`config.mk`:
```
export PLATFORM = sky130hd
export DESIGN_NAME = usb_host_sched
export DESIGN_NICKNAME = d
export VERILOG_FILES = /design/src/rtl/usb_pkg.sv /design/src/rtl/rr_arb.sv /design/src/rtl/usb_host_sched.sv
export SDC_FILE = /design/constraint.sdc
export NUM_CORES = 1
export LEC_CHECK = 0
export CORE_ASPECT_RATIO = 1.5
export CORE_MARGIN = 4
export CORE_UTILIZATION = 40
export DETAILED_ROUTE_END_ITERATION = 8
export DONT_BUFFER_PORTS = 1
export GPL_ROUTABILITY_DRIVEN = 1
export PLACE_DENSITY = 0.57
export SETUP_SLACK_MARGIN = 0.05
export SLEW_MARGIN = 10
export SYNTH_ARGS = -nofsm -noshare
export SYNTH_HDL_FRONTEND = slang
export SYNTH_SLANG_ARGS = --single-unit
export TNS_END_PERCENT = 5
```
`constraint.sdc`:
```
create_clock -name clk_i -period 3.15 [get_ports clk_i]
set_input_delay 0.945 -clock clk_i [delete_from_list [all_inputs] [get_ports clk_i]]
set_output_delay 0.945 -clock clk_i [all_outputs]
set_load 0.01 [all_outputs]
```
`src/rtl/usb_pkg.sv`:
```
// Shared definitions for the USB host scheduler: PID codes, completion status and FSM states.
package usb_pkg;

    localparam logic [3:0] PidOut   = 4'b0001;
    localparam logic [3:0] PidIn    = 4'b1001;
    localparam logic [3:0] PidAck   = 4'b0010;
    localparam logic [3:0] PidNak   = 4'b1010;
    localparam logic [3:0] PidStall = 4'b1110;
    localparam logic [3:0] PidData0 = 4'b0011;
    localparam logic [3:0] PidData1 = 4'b1011;

    typedef enum logic [1:0] {
        StsAck   = 2'd0,
        StsNak   = 2'd1,
        StsStall = 2'd2,
        StsErr   = 2'd3
    } status_e;

    typedef enum logic [2:0] {
        StIdle,
        StToken,
        StOutData,
        StWaitHs,
        StWaitData,
        StSendAck,
        StDone
    } state_e;

    function automatic logic [3:0] data_pid(input logic tog);
        return tog ? PidData1 : PidData0;
    endfunction

endpackage

```
`src/rtl/rr_arb.sv`:
```
// Round-robin arbiter: grants the first requester strictly after ptr_i, wrapping around.
module rr_arb #(
    parameter int unsigned NReq = 4,
    parameter int unsigned IdxW = 2
) (
    input  logic [NReq-1:0] req_i,
    input  logic [IdxW-1:0] ptr_i,
    output logic [NReq-1:0] gnt_o,
    output logic [IdxW-1:0] idx_o,
    output logic            valid_o
);

    always_comb begin
        int unsigned j;
        logic        found;
        gnt_o = '0;
        idx_o = '0;
        found = 1'b0;
        j     = 0;
        // Offset NReq revisits ptr_i itself last, so the previous winner has lowest priority.
        for (int unsigned i = 1; i <= NReq; i++) begin
            j = (32'(ptr_i) + i) % NReq;
            if (!found && req_i[IdxW'(j)]) begin
                found            = 1'b1;
                gnt_o[IdxW'(j)]  = 1'b1;
                idx_o            = IdxW'(j);
            end
        end
        valid_o = found;
    end

endmodule

```
`src/rtl/usb_host_sched.sv`:
```
// Host transaction scheduler: arbitrates endpoint requests, runs token/data/handshake phases,
// retries timeouts and CRC errors, and tracks per-endpoint data toggles.
module usb_host_sched
    import usb_pkg::*;
#(
    parameter int unsigned N_EP      = 4,
    parameter int unsigned RETRY_MAX = 3,
    localparam int unsigned EPW      = (N_EP > 1) ? $clog2(N_EP) : 1
) (
    input  logic            clk_i,
    input  logic            rst_i,
    input  logic            en_i,
    input  logic [6:0]      dev_addr_i,
    input  logic [N_EP-1:0] req_i,
    input  logic [N_EP-1:0] req_dir_i,
    input  logic [N_EP-1:0] tog_clr_i,
    output logic [3:0]      tx_pid_o,
    output logic [6:0]      tx_addr_o,
    output logic [3:0]      tx_endp_o,
    output logic            tx_valid_o,
    input  logic            tx_ready_i,
    output logic            out_go_o,
    output logic [3:0]      out_pid_o,
    input  logic            out_sent_i,
    input  logic            rx_pid_en_i,
    input  logic [3:0]      rx_pid_i,
    input  logic            rx_lt_eop_i,
    input  logic            crc16_err_i,
    input  logic            time_out_i,
    output logic            busy_o,
    output logic            done_o,
    output logic [EPW-1:0]  done_ep_o,
    output logic [1:0]      done_st_o
);

    localparam int unsigned RW = (RETRY_MAX > 0) ? $clog2(RETRY_MAX + 1) : 1;

    state_e          state_q, state_d;
    logic [EPW-1:0]  ptr_q, ptr_d;
    logic [EPW-1:0]  ep_q, ep_d;
    logic            dir_q, dir_d;
    logic [RW-1:0]   retry_q, retry_d;
    logic [N_EP-1:0] tog_q, tog_d;
    logic            rx_tog_q, rx_tog_d;
    logic            out_go_q, out_go_d;
    logic [3:0]      out_pid_q, out_pid_d;
    logic [EPW-1:0]  done_ep_q, done_ep_d;
    status_e         done_st_q, done_st_d;

    logic [N_EP-1:0] arb_gnt;
    logic [EPW-1:0]  arb_idx;
    logic            arb_valid;

    logic            tog_flip;
    logic            retry_req;
    logic            fin;
    status_e         fin_st;

    rr_arb #(
        .NReq (N_EP),
        .IdxW (EPW)
    ) u_rr_arb (
        .req_i   (req_i),
        .ptr_i   (ptr_q),
        .gnt_o   (arb_gnt),
        .idx_o   (arb_idx),
        .valid_o (arb_valid)
    );

    always_comb begin
        state_d    = state_q;
        ptr_d      = ptr_q;
        ep_d       = ep_q;
        dir_d      = dir_q;
        retry_d    = retry_q;
        rx_tog_d   = rx_tog_q;
        out_pid_d  = out_pid_q;
        done_ep_d  = done_ep_q;
        done_st_d  = done_st_q;
        tog_flip   = 1'b0;
        retry_req  = 1'b0;
        fin        = 1'b0;
        fin_st     = StsAck;
        tx_valid_o = 1'b0;
        tx_pid_o   = '0;
        tx_addr_o  = '0;
        tx_endp_o  = '0;

        unique case (state_q)
            StIdle: begin
                if (en_i && arb_valid) begin
                    ep_d    = arb_idx;
                    dir_d   = |(req_dir_i & arb_gnt);
                    retry_d = '0;
                    state_d = StToken;
                end
            end
            StToken: begin
                tx_valid_o = 1'b1;
                tx_pid_o   = dir_q ? PidIn : PidOut;
                tx_addr_o  = dev_addr_i;
                tx_endp_o  = 4'(ep_q);
                if (tx_ready_i) begin
                    state_d = dir_q ? StWaitData : StOutData;
                    if (!dir_q) begin
                        out_pid_d = data_pid(tog_q[ep_q]);
                    end
                end
            end
            StOutData: begin
                if (out_sent_i) begin
                    state_d = StWaitHs;
                end
            end
            StWaitHs: begin
                if (rx_pid_en_i) begin
                    case (rx_pid_i)
                        PidAck: begin
                            tog_flip = 1'b1;
                            fin      = 1'b1;
                            fin_st   = StsAck;
                        end
                        PidNak: begin
                            fin    = 1'b1;
                            fin_st = StsNak;
                        end
                        PidStall: begin
                            fin    = 1'b1;
                            fin_st = StsStall;
                        end
                        default: retry_req = 1'b1;
                    endcase
                end else if (time_out_i) begin
                    retry_req = 1'b1;
                end
            end
            StWaitData: begin
                if (rx_pid_en_i && (rx_pid_i == PidNak || rx_pid_i == PidStall)) begin
                    fin    = 1'b1;
                    fin_st = (rx_pid_i == PidNak) ? StsNak : StsStall;
                end else begin
                    if (rx_pid_en_i && (rx_pid_i == PidData0 || rx_pid_i == PidData1)) begin
                        rx_tog_d = rx_pid_i[3];
                    end
                    if (rx_lt_eop_i) begin
                        if (crc16_err_i) begin
                            retry_req = 1'b1;
                        end else begin
                            state_d = StSendAck;
                        end
                    end else if (time_out_i && !rx_pid_en_i) begin
                        retry_req = 1'b1;
                    end
                end
            end
            StSendAck: begin
                tx_valid_o = 1'b1;
                tx_pid_o   = PidAck;
                if (tx_ready_i) begin
                    // A toggle mismatch is a retransmitted packet: still ACK it, but keep the toggle.
                    tog_flip = (rx_tog_q == tog_q[ep_q]);
                    fin      = 1'b1;
                    fin_st   = StsAck;
                end
            end
            StDone: begin
                ptr_d   = ep_q;
                state_d = StIdle;
            end
            default: state_d = StIdle;
        endcase

        if (retry_req) begin
            if (retry_q < RW'(RETRY_MAX)) begin
                retry_d = retry_q + RW'(1);
                state_d = StToken;
            end else begin
                fin    = 1'b1;
                fin_st = StsErr;
            end
        end

        if (fin) begin
            state_d   = StDone;
            done_ep_d = ep_q;
            done_st_d = fin_st;
        end
    end

    always_comb begin
        for (int unsigned i = 0; i < N_EP; i++) begin
            if (tog_clr_i[i]) begin
                tog_d[i] = 1'b0;
            end else if (tog_flip && ep_q == EPW'(i)) begin
                tog_d[i] = ~tog_q[i];
            end else begin
                tog_d[i] = tog_q[i];
            end
        end
    end

    assign out_go_d = (state_d == StOutData) && (state_q != StOutData);

    always_ff @(posedge clk_i) begin
        if (rst_i) begin
            state_q   <= StIdle;
            ptr_q     <= EPW'(N_EP - 1);
            ep_q      <= '0;
            dir_q     <= 1'b0;
            retry_q   <= '0;
            tog_q     <= '0;
            rx_tog_q  <= 1'b0;
            out_go_q  <= 1'b0;
            out_pid_q <= PidData0;
            done_ep_q <= '0;
            done_st_q <= StsAck;
        end else begin
            state_q   <= state_d;
            ptr_q     <= ptr_d;
            ep_q      <= ep_d;
            dir_q     <= dir_d;
            retry_q   <= retry_d;
            tog_q     <= tog_d;
            rx_tog_q  <= rx_tog_d;
            out_go_q  <= out_go_d;
            out_pid_q <= out_pid_d;
            done_ep_q <= done_ep_d;
            done_st_q <= done_st_d;
        end
    end

    assign busy_o    = (state_q != StIdle);
    assign done_o    = (state_q == StDone);
    assign done_ep_o = done_ep_q;
    assign done_st_o = done_st_q;
    assign out_go_o  = out_go_q;
    assign out_pid_o = out_pid_q;

endmodule

```
==> results.sh <==
export IMPL_avgRoutedWirePerCell_um=17.3
export IMPL_fp_row_count=29
export IMPL_path_buf_inv=1
export IMPL_reg2reg_slack_ps=620
export IMPL_insertion_delay_ps=260
export IMPL_dp_cells=239
export IMPL_instances_no_fill=243
export IMPL_async_reset_ff_share_pct=0
export IMPL_via_per_inst=5.88
export IMPL_finalHoldViolCount=0
export IMPL_io_buffer_count=0
export IMPL_hpwl_mm=3.41
export IMPL_cts_setup_buffers=0
export IMPL_synth_cells=204
export IMPL_yosys_area_top_type="dfxtp_1"
export IMPL_drive_gt1_share_pct=15.2
export IMPL_synth_area_top_cells="dfxtp_1 (23%), ha_1 (6.3%), mux4_2 (5.0%)"
export IMPL_p_per_area_nw_per_um2=330
export IMPL_fmaxAchievable_ghz=0.374
export IMPL_antenna_found_initial=0
export IMPL_tns_ps=0
export IMPL_cts_clk_slew_worst_paths_ps=80
export IMPL_initial_core_util_pct=42.0
export IMPL_die_area_um2=5650
export IMPL_clock_root_buffer="clkbuf_8"
export IMPL_synthesis_area_um2=1800
export IMPL_synth_edff_count=0
export IMPL_yosysWarningCount=0
export IMPL_rsz0062_at_grt="no"
export IMPL_max_stage_delay_ps=510
export IMPL_relSlewSlack_pct=48.8
export IMPL_cts_sinks=21
export IMPL_crit_chain="nor2b_1, nor2b_1, buf_4, and2_1"
export IMPL_die_w_um=62.7
export IMPL_status="finished, final reports clean"
export IMPL_htreeDepth=1
export IMPL_gp_congestion=0.760
export IMPL_setup_viol=0
export IMPL_ant_nets=0
export IMPL_grt_overflow=0
export IMPL_track_usage_pct=15.0
export IMPL_cp_arrival_ps=1730
export IMPL_max_cap_violations=0
export IMPL_coreArea_um2=4280
export IMPL_slowest_stage="dfxtp_1"
export IMPL_yosysUniqueCellTypes=52
export IMPL_regArea_um2=420
export IMPL_finalCriticalPeriod_ps=2670
export IMPL_clk_path_buf_depth=2
export IMPL_synth_top_cell_area_share_pct=23.4
export IMPL_ys_flop_type="dfxtp_1"
export IMPL_drt_iter0_markers=93
export IMPL_synthToLayoutAreaGrowth_pct=0.627
export IMPL_numCtsBuffers=3
export IMPL_hold_buffers=0
export IMPL_drt_total_wl_mm=4.20
export IMPL_multi_input_area_um2=1250
export IMPL_fp_dieH_um=90.1
export IMPL_synth_common_cells="nor2_1 (23), dfxtp_1 (21), and2_1 (12)"
export IMPL_avgSynthCellArea_um2=8.81
export IMPL_yosysMostFrequentCell="nor2_1"
export IMPL_worstSetupPathType="flip-flop to primary output"
export IMPL_worstPathRequired_ps=2200
export IMPL_peakVddDrop_uv=134
export IMPL_drc=0
export IMPL_dr_total_vias=1428
export IMPL_leakage_uw=0.000696
export IMPL_ctsResizeCount=0
export IMPL_fin_worst_skew_ps=2.21
export IMPL_stdcell_area_um2=1810
export IMPL_ios=59
export IMPL_end_kind="primary output"
export IMPL_grt_pass1_wl_mm=6.92
export IMPL_drtPass1Iterations=4
export IMPL_synth_seq_cells=21
export IMPL_hold_path_class="flip-flop to flip-flop"
export IMPL_diodes=0
export IMPL_grt_pass1_vias=1483
export IMPL_grt_max_degree=22
export IMPL_drv_slew=0
export IMPL_postPlaceCellArea_um2=1760
export IMPL_yosysSeqAreaShare_pct=23.4
export IMPL_finalNetCount=239
export IMPL_tritoncts="built"
export IMPL_cp_top_family="simple AND/OR/NAND/NOR gates"
export IMPL_fillers=462
export IMPL_setup_worst_path_start_class="flip-flop"
export IMPL_crit_path_max_fanout=11
export IMPL_crit_top_cell="nor2b_1"
export IMPL_tightest_slew_ps=763
export IMPL_fin_crit_sh_pct=84.9
worst paths after layout:
kind / startpoint / endpoint / cells past startpoint
setup reg to reg: ptr_q[1] / out_go_o / 8
hold reg to reg: done_st_o[0] / done_st_o[0] / 2
setup / recovery: state_q[0] / tx_endp_o[0] / 4
hold / removal: done_st_o[0] / done_st_o[0] / 2
worst min-delay path, cell delays in order (launching register included):
cell and delay [ps]:
dfxtp_1 350, nand2_1 70, a31oi_1 70
stage by stage:
stage               setup slack, ps  util [%]  hold WS [ps]  total power (µW)
floorplan                       824         -           485               416
global placement                713      41.2           523               423
detailed placement              624      41.2           526               426
CTS                             472      42.3           541               603
global route                    372      42.3           560               624
finish                          477      42.3           529               596
report_power, final:
part / total (µW) / internal (µW) / switching, µW
Sequential: 293 / 274 / 18.9
Clock: 178 / 88.2 / 89.7
Combinational: 126 / 52.7 / 72.9
Total: 596 / 415 / 182
placed cells by master (no fill, tap or decap), drive strengths merged, types with 2 or more instances in the layout:
cell	Yosys	final
mux2	2	2
mux2i	7	7
xnor2	5	5
nand4	2	2
a22oi	3	3
nand3b	3	3
nor2	26	26
clkbuf	4	3
a31oi	4	4
nand2b	6	6
o21ai	8	8
a21oi	11	11
nor2b	6	6
o211ai	2	2
nor4b	2	2
conb	2	6
a211o	2	2
and2	12	12
and3b	2	2
nand2	11	11
nor3	6	6
mux4	5	5
inv	5	5
dfxtp	21	21
a221oi	4	4
ha	9	9
or3	3	3
buf	13	2
a211oi	3	3
nor3b	7	7
registers in the layout, summed over array words and instances (netlist names):
name and count:
tog_q 4, state_q 3, done_ep_o 2, done_st_o 2, ep_q 2, ptr_q 2
retry_q 2, dir_q 1, out_go_o 1, out_pid_o 1, rx_tog_q 1
logic make-up after synthesis:
family,synth area share (%)
other,0.418
buffers and inverters,7.86
XOR/XNOR,2.44
AND/OR/NAND/NOR,31.2
AO/OA/AOI/OAI,16.8
multiplexers,11.6
adder cells (fa/ha/maj),6.26
flip-flops,23.4
routing by layer:
| layer | routed length, µm | vias to the layer above | GRT usage, % |
|---|---|---|---|
| met5 | 0 | - | 0 |
| met4 | 105 | 0 | 6.63 |
| met3 | 243 | 9 | 3.49 |
| met2 | 2380 | 42 | 29.7 |
| met1 | 1480 | 671 | 14.2 |
| li1 | - | 706 | - |
cell type report:
type                       count  share of cell area (%)
clock buffer                   3                    2.28
clock inverter                 1                   0.277
inverter                       5                    1.04
multi-input combinational    165                    69.2
sequential                    21                    23.2
tap                           46                    3.18
timing repair buffer           2                   0.830
Power figures use the tool's default switching activity.
